`src/rtl/osd_text_writer_if.sv`:
```
// osd_text_writer_if
//   Bundles the command handshake, the message ROM read port and the
//   character RAM write port of osd_text_writer.
//   cmd_valid/cmd_ready/cmd_op/cmd_row/cmd_col/cmd_msg_id : command channel
//   msg_rom_addr / msg_rom_data                           : message ROM (1-cycle latency)
//   wr_en / wr_addr / wr_data                             : character RAM write port
//   slave  : the writer itself
//   master : command issuer plus ROM/RAM models
interface osd_text_writer_if;
   logic       cmd_valid;
   logic       cmd_ready;
   logic [1:0] cmd_op;
   logic [4:0] cmd_row;
   logic [4:0] cmd_col;
   logic [3:0] cmd_msg_id;
   logic [8:0] msg_rom_addr;
   logic [7:0] msg_rom_data;
   logic       wr_en;
   logic [10:0] wr_addr;
   logic [7:0] wr_data;

   modport slave (
      input  cmd_valid, cmd_op, cmd_row, cmd_col, cmd_msg_id, msg_rom_data,
      output cmd_ready, msg_rom_addr, wr_en, wr_addr, wr_data
   );

   modport master (
      output cmd_valid, cmd_op, cmd_row, cmd_col, cmd_msg_id, msg_rom_data,
      input  cmd_ready, msg_rom_addr, wr_en, wr_addr, wr_data
   );
endinterface

```
`src/rtl/osd_text_writer.sv`:
```
// osd_text_writer
//   Fills the OSD character RAM from commands (clear / write string / show /
//   hide) and drives the overlay enable, which times out after a number of
//   vblank rising edges.
//   clk        : master clock
//   reset      : synchronous, active low
//   vblank     : vertical blank from video timing
//   bus        : command channel, message ROM port, character RAM write port
//   osd_active : overlay enable (registered)
//   busy       : high whenever a command cannot be accepted
//
//   state | meaning
//   ------+-----------------------------------------------------------
//   IDLE  | cmd_ready high; show/hide execute here in one cycle
//   CLEAR | one blank write per cycle over the whole character RAM
//   FETCH | message ROM address for character idx is on msg_rom_addr
//   WRITE | ROM data valid; write it or terminate the string
module osd_text_writer #(
   parameter int SCREEN_COLS    = 32,
   parameter int SCREEN_ROWS    = 32,
   parameter int MSG_LEN_MAX    = 32,
   parameter int TIMEOUT_FRAMES = 120,
   parameter logic [7:0] BLANK_CHAR = 8'h20
) (
   input  logic               clk,
   input  logic               reset,
   input  logic               vblank,
   osd_text_writer_if.slave   bus,
   output logic               osd_active,
   output logic               busy
);

   localparam int TW = (TIMEOUT_FRAMES == 0) ? 1 : $clog2(TIMEOUT_FRAMES + 1);
   localparam int IW = $clog2(MSG_LEN_MAX + 1);
   localparam logic [10:0] LAST_CELL = 11'(SCREEN_COLS * SCREEN_ROWS - 1);
   localparam logic [TW-1:0] RELOAD  = TW'(TIMEOUT_FRAMES);

   typedef enum logic [1:0] {S_IDLE, S_CLEAR, S_FETCH, S_WRITE} state_t;

   state_t         state, state_n;
   logic [IW-1:0]  idx, idx_n;
   logic [4:0]     row_q, row_n, col_q, col_n;
   logic [3:0]     id_q, id_n;
   logic           wr_en_q, wr_en_n;
   logic [10:0]    wr_addr_q, wr_addr_n;
   logic [7:0]     wr_data_q, wr_data_n;
   logic [8:0]     rom_addr_q, rom_addr_n;
   logic           active_n;
   logic [TW-1:0]  timer, timer_n;
   logic           vb, vb_d, vb_rise;
   logic           str_done;

   assign vb_rise = vb & ~vb_d;

   assign bus.cmd_ready    = (state == S_IDLE);
   assign busy             = ~bus.cmd_ready;
   assign bus.wr_en        = wr_en_q;
   assign bus.wr_addr      = wr_addr_q;
   assign bus.wr_data      = wr_data_q;
   assign bus.msg_rom_addr = rom_addr_q;

   assign str_done = (bus.msg_rom_data == 8'h00) ||
                     (32'(idx) == MSG_LEN_MAX) ||
                     ((32'(col_q) + 32'(idx)) >= SCREEN_COLS);

   always_comb begin
      state_n    = state;
      idx_n      = idx;
      row_n      = row_q;
      col_n      = col_q;
      id_n       = id_q;
      wr_en_n    = 1'b0;
      wr_addr_n  = wr_addr_q;
      wr_data_n  = wr_data_q;
      rom_addr_n = rom_addr_q;
      active_n   = osd_active;
      timer_n    = timer;

      // Frame countdown; any reload/force below overrides it in the same cycle.
      if (vb_rise && timer != '0) begin
         timer_n = timer - TW'(1);
         if (timer == TW'(1)) active_n = 1'b0;
      end

      case (state)
         S_IDLE: begin
            if (bus.cmd_valid) begin
               case (bus.cmd_op)
                  2'd0: begin
                     state_n   = S_CLEAR;
                     active_n  = 1'b0;
                     timer_n   = '0;
                     wr_en_n   = 1'b1;
                     wr_addr_n = '0;
                     wr_data_n = BLANK_CHAR;
                  end
                  2'd1: begin
                     state_n    = S_FETCH;
                     idx_n      = '0;
                     row_n      = bus.cmd_row;
                     col_n      = bus.cmd_col;
                     id_n       = bus.cmd_msg_id;
                     rom_addr_n = 9'(bus.cmd_msg_id * MSG_LEN_MAX);
                  end
                  2'd2: begin
                     active_n = 1'b1;
                     timer_n  = RELOAD;
                  end
                  default: begin
                     active_n = 1'b0;
                     timer_n  = '0;
                  end
               endcase
            end
         end
         S_CLEAR: begin
            // wr_en is already high on entry, so it is high for every CLEAR cycle.
            if (wr_addr_q == LAST_CELL) begin
               state_n = S_IDLE;
            end else begin
               wr_en_n   = 1'b1;
               wr_addr_n = wr_addr_q + 11'd1;
            end
         end
         S_FETCH: begin
            state_n = S_WRITE;
         end
         S_WRITE: begin
            if (str_done) begin
               state_n  = S_IDLE;
               active_n = 1'b1;
               timer_n  = RELOAD;
            end else begin
               state_n    = S_FETCH;
               wr_en_n    = 1'b1;
               wr_addr_n  = 11'(row_q * SCREEN_COLS + 32'(col_q) + 32'(idx));
               wr_data_n  = bus.msg_rom_data;
               idx_n      = idx + IW'(1);
               rom_addr_n = 9'(id_q * MSG_LEN_MAX + 32'(idx) + 1);
            end
         end
         default: state_n = S_IDLE;
      endcase
   end

   always_ff @(posedge clk) begin
      if (!reset) begin
         state      <= S_IDLE;
         idx        <= '0;
         row_q      <= '0;
         col_q      <= '0;
         id_q       <= '0;
         wr_en_q    <= 1'b0;
         wr_addr_q  <= '0;
         wr_data_q  <= '0;
         rom_addr_q <= '0;
         osd_active <= 1'b0;
         timer      <= '0;
         vb         <= 1'b0;
         vb_d       <= 1'b0;
      end else begin
         state      <= state_n;
         idx        <= idx_n;
         row_q      <= row_n;
         col_q      <= col_n;
         id_q       <= id_n;
         wr_en_q    <= wr_en_n;
         wr_addr_q  <= wr_addr_n;
         wr_data_q  <= wr_data_n;
         rom_addr_q <= rom_addr_n;
         osd_active <= active_n;
         timer      <= timer_n;
         vb         <= vblank;
         vb_d       <= vb;
      end
   end

endmodule

```
`src/flat_wrapper.sv`:
```
// flat-port wrapper written by rule: the top's interface ports become plain ports
module osd_text_writer_flat 
#(
   parameter int SCREEN_COLS    = 32,
   parameter int SCREEN_ROWS    = 32,
   parameter int MSG_LEN_MAX    = 32,
   parameter int TIMEOUT_FRAMES = 120,
   parameter logic [7:0] BLANK_CHAR = 8'h20
)
  (clk, reset, vblank, osd_active, busy, bus_cmd_valid, bus_cmd_op, bus_cmd_row, bus_cmd_col, bus_cmd_msg_id, bus_msg_rom_data, bus_cmd_ready, bus_msg_rom_addr, bus_wr_en, bus_wr_addr, bus_wr_data);
  osd_text_writer_if bus_i ();
  input  logic clk;
  input  logic reset;
  input  logic vblank;
  output logic osd_active;
  output logic busy;
  input wire logic [$bits(bus_i.cmd_valid)-1:0] bus_cmd_valid;
  input wire logic [$bits(bus_i.cmd_op)-1:0] bus_cmd_op;
  input wire logic [$bits(bus_i.cmd_row)-1:0] bus_cmd_row;
  input wire logic [$bits(bus_i.cmd_col)-1:0] bus_cmd_col;
  input wire logic [$bits(bus_i.cmd_msg_id)-1:0] bus_cmd_msg_id;
  input wire logic [$bits(bus_i.msg_rom_data)-1:0] bus_msg_rom_data;
  output wire logic [$bits(bus_i.cmd_ready)-1:0] bus_cmd_ready;
  output wire logic [$bits(bus_i.msg_rom_addr)-1:0] bus_msg_rom_addr;
  output wire logic [$bits(bus_i.wr_en)-1:0] bus_wr_en;
  output wire logic [$bits(bus_i.wr_addr)-1:0] bus_wr_addr;
  output wire logic [$bits(bus_i.wr_data)-1:0] bus_wr_data;
  assign bus_i.cmd_valid = bus_cmd_valid;
  assign bus_i.cmd_op = bus_cmd_op;
  assign bus_i.cmd_row = bus_cmd_row;
  assign bus_i.cmd_col = bus_cmd_col;
  assign bus_i.cmd_msg_id = bus_cmd_msg_id;
  assign bus_i.msg_rom_data = bus_msg_rom_data;
  assign bus_cmd_ready = bus_i.cmd_ready;
  assign bus_msg_rom_addr = bus_i.msg_rom_addr;
  assign bus_wr_en = bus_i.wr_en;
  assign bus_wr_addr = bus_i.wr_addr;
  assign bus_wr_data = bus_i.wr_data;
  osd_text_writer #(.SCREEN_COLS(SCREEN_COLS), .SCREEN_ROWS(SCREEN_ROWS), .MSG_LEN_MAX(MSG_LEN_MAX), .TIMEOUT_FRAMES(TIMEOUT_FRAMES), .BLANK_CHAR(BLANK_CHAR)) u_core (.clk(clk), .reset(reset), .vblank(vblank), .bus(bus_i), .osd_active(osd_active), .busy(busy));
endmodule
```
`config.mk`:
```
export PLATFORM = sky130hd
export DESIGN_NAME = osd_text_writer_flat
export DESIGN_NICKNAME = d
export VERILOG_FILES = /design/src/rtl/osd_text_writer_if.sv /design/src/rtl/osd_text_writer.sv /design/src/flat_wrapper.sv
export SDC_FILE = /design/constraint.sdc
export NUM_CORES = 1
export LEC_CHECK = 0
export ABC_AREA = 0
export CAP_MARGIN = 20
export CORE_MARGIN = 2
export CORE_UTILIZATION = 30
export DETAILED_ROUTE_END_ITERATION = 6
export HOLD_SLACK_MARGIN = 0.06
export SYNTH_ARGS = -nofsm -noshare
export SYNTH_HDL_FRONTEND = slang
export SYNTH_SLANG_ARGS = --single-unit
```
`constraint.sdc`:
```
create_clock -name clk -period 3 [get_ports clk]
set_clock_uncertainty 0.15 [all_clocks]
set_input_delay 0.45 -clock clk [delete_from_list [all_inputs] [get_ports clk]]
set_output_delay 0.45 -clock clk [all_outputs]
set_load 0.03 [all_outputs]
```
==> impl_metrics.ini <==
[route]
drc = 0
drtAntennaViolNets = 0
vias_per_cell = 5.24
post_drt_wl_per_cell_microns = 14.9
vias = 3094
wirelength_microns = 8770
drtIter0Drc = 147
drt-pass1-iter-count = 4

[synthesis]
synth_seq_cells = 56
synth_cells = 396
syn_avg_cell_area_sq_um = 8.10
synth_fp_nets = 444
synth_top_flop_cell = dfxtp_1
synthArstFlopShare_pct = 0
ys_warn_count = 0
synthesis.area_sq_um = 3210
yosysSeqAreaShare_pct = 34.9
synthDistinctLibCells = 58
synth_edf_count = 0

[grt]
grt_max_degree = 37
gr-usage-all-layers_pct = 15.3
grt_pass1_vias = 2989
grt_pass1_wl_microns = 14400
antenna_found_initial = 0
grt_overflow = 0

[clock_network]
post_cts_buffers = 0
cts-root-buf = clkbuf_8
holdBufCountCts = 0
cts_tree = yes
clockBufferDepth = 2
clkSlewWorstSetupHoldPaths_ns = 0.10
insertion_delay_ns = 0.31
clock-sinks = 56
cts_max_level = 2
numCtsBuffers = 5

[sta]
slew_headroom_pct = 60.0
max_clock_freq_mhz = 353
post-route-period-util_pct = 94.5
finalSetupViolCount = 0
holdWs_ns = 0.300
tightest_slew_ns = 0.600
fin_crit_ns = 2.83
rsz0062_at_grt = no
tns_ns = 0
hold_violations = 0
slew_violations = 0
finalWorstSetupSlack_ns = 0.165

[floorplanning]
pin_count = 60
dieHeight_microns = 107
start_util_pct = 30.9
die-area_sq_um = 11500
core_area_sq_um = 10400
dieWidth_microns = 107
rows = 37

[power_and_ir_drop]
powerDensity_nw_per_um2 = 615
vdd_drop_max_uv = 253
p_leak_nw = 1.48
total_power_mw = 2.50

[placed_design]
dp_hpwl_microns = 6550
gp_congestion = 0.846
io_buffer_count = 59
dp_slack_ns = 0.102

[cells_and_area]
seq_area_sq_um = 1120
multi_input_area_sq_um = 1920
drive_gt1_share_pct = 7.05
nFillCells = 1105
fin_nets = 501
area_delta_synth_final_pct = 26.6
antenna_cells = 0

[worst_setup_path]
critPathKind = flip-flop to flip-flop
cp.arrival_ns = 2.87
end_kind = flip-flop
cp-start-kind = flip-flop
cp.required_ns = 3.03
cp_max_fo = 9

[worst_hold_path]
hold_path.class = flip-flop to flip-flop

[outcome]
outcome = complete, no violations

[run]
maxCapViolations = 0
cells in the mapped netlist (6+ instances only):
library cell | count | area share (%)
nand2_1 | 59 | 6.9
dfxtp_1 | 56 | 35
a21oi_1 | 38 | 5.9
nor2_1 | 31 | 3.6
o21ai_0 | 21 | 3.3
ha_1 | 19 | 7.4
inv_1 | 17 | 2.0
clkbuf_1 | 11 | 1.3
xnor2_1 | 10 | 2.7
nand3_1 | 9 | 1.4
nor3_1 | 9 | 1.4
a211oi_1 | 8 | 1.9
a22oi_1 | 7 | 1.6
a31oi_1 | 7 | 1.4
and3_1 | 6 | 1.2
o32ai_1 | 6 | 1.6
critical path, cell delays in order (launching register included):
cell and delay (ns):
dfxtp_1 0.33, ha_1 0.25, fa_1 0.43, a21o_2 0.26
nor4_4 0.27, o2111ai_2 0.36, buf_4 0.29, a21oi_1 0.16
xnor2_1 0.14, nor2_1 0.05
layer usage:
metal | up-vias | GRT usage [%] | share of wire (%) | wire length, microns
met4 | 0 | 3.21 | 0.91 | 80
met5 | - | 0 | 0 | 0
li1 | 1538 | - | - | -
met3 | 6 | 2.66 | 5.0 | 435
met1 | 1467 | 20.0 | 46 | 4040
met2 | 83 | 26.5 | 48 | 4220
registers in the layout (all words and copies together), names as in the netlist, 2 cells and up:
signal,count
u_core.bus.wr_addr,11
u_core.state,2
u_core.col_q,5
u_core.timer,7
u_core.row_q,5
u_core.id_q,4
u_core.bus.msg_rom_addr,9
u_core.bus.wr_data,8
per-stage QoR:
stage,instances,instance area [sq um],util (%)
2_1_floorplan,396,3210,-
3_3_place_gp,582,3940,38.0
3_5_place_dp,582,3940,38.0
4_1_cts,590,4050,39.0
5_1_grt,590,4060,39.2
6_report,590,4060,39.2
placed cells by master (no fill, tap or decap), drive strengths merged, types with 5 or more instances in the layout:
cell and instances:
xor2 5, nand3 9, buf 11, a21oi 40
inv 17, a22oi 7, a211oi 8, o21ai 21
clkdlybuf4s50 59, dfxtp 56, xnor2 10, ha 19
a31oi 7, nor2 31, o32ai 6, and3 6
nor3 10, or3 5, a211o 5, a21o 6
nand2 59, clkbuf 6
final timing paths:
kind                         startpoint                         end  slack, ns  cells past startpoint
min               u_core.bus.wr_data[5]       u_core.bus.wr_data[5]       0.30                      2
max reg2reg  u_core.bus.msg_rom_addr[0]  u_core.bus.msg_rom_addr[4]       0.17                      9
min reg2reg       u_core.bus.wr_data[5]       u_core.bus.wr_data[5]       0.30                      2
max          u_core.bus.msg_rom_addr[0]  u_core.bus.msg_rom_addr[4]       0.17                      9
repair_timing:
| action | 4_1_cts | 5_1_grt |
|---|---|---|
| gates resized for setup | 0 | 2 |
| endpoints found under the hold margin | 0 | 0 |
| setup endpoints to repair | 0 | 10 |
where the power goes:
group	internal, mW	total [mW]	switching (mW)	leakage, nW
Sequential	0.832	0.906	0.0736	0.454
Combinational	0.404	1.10	0.697	0.968
Clock	0.248	0.492	0.244	0.0552
cells by family after synthesis:
| logic type | Yosys count | synth area share (%) |
|---|---|---|
| flops | 56 | 34.9 |
| buf+inv | 38 | 5.54 |
| mux | 2 | 0.624 |
| compound gates | 125 | 26.5 |
| fa+ha+maj | 20 | 8.03 |
| simple gates | 140 | 20.3 |
| xor+xnor | 15 | 4.09 |
final cells by class:
type                            count  share of cell area [%]
Sequential cell                    56                    27.6
Tap cell                          136                    4.19
Clock inverter                      2                   0.863
Multi-Input combinational cell    302                    47.3
Inverter                           18                    1.66
Timing Repair Buffer               70                    16.6
Clock buffer                        6                    1.79
Power figures use the tool's default switching activity.
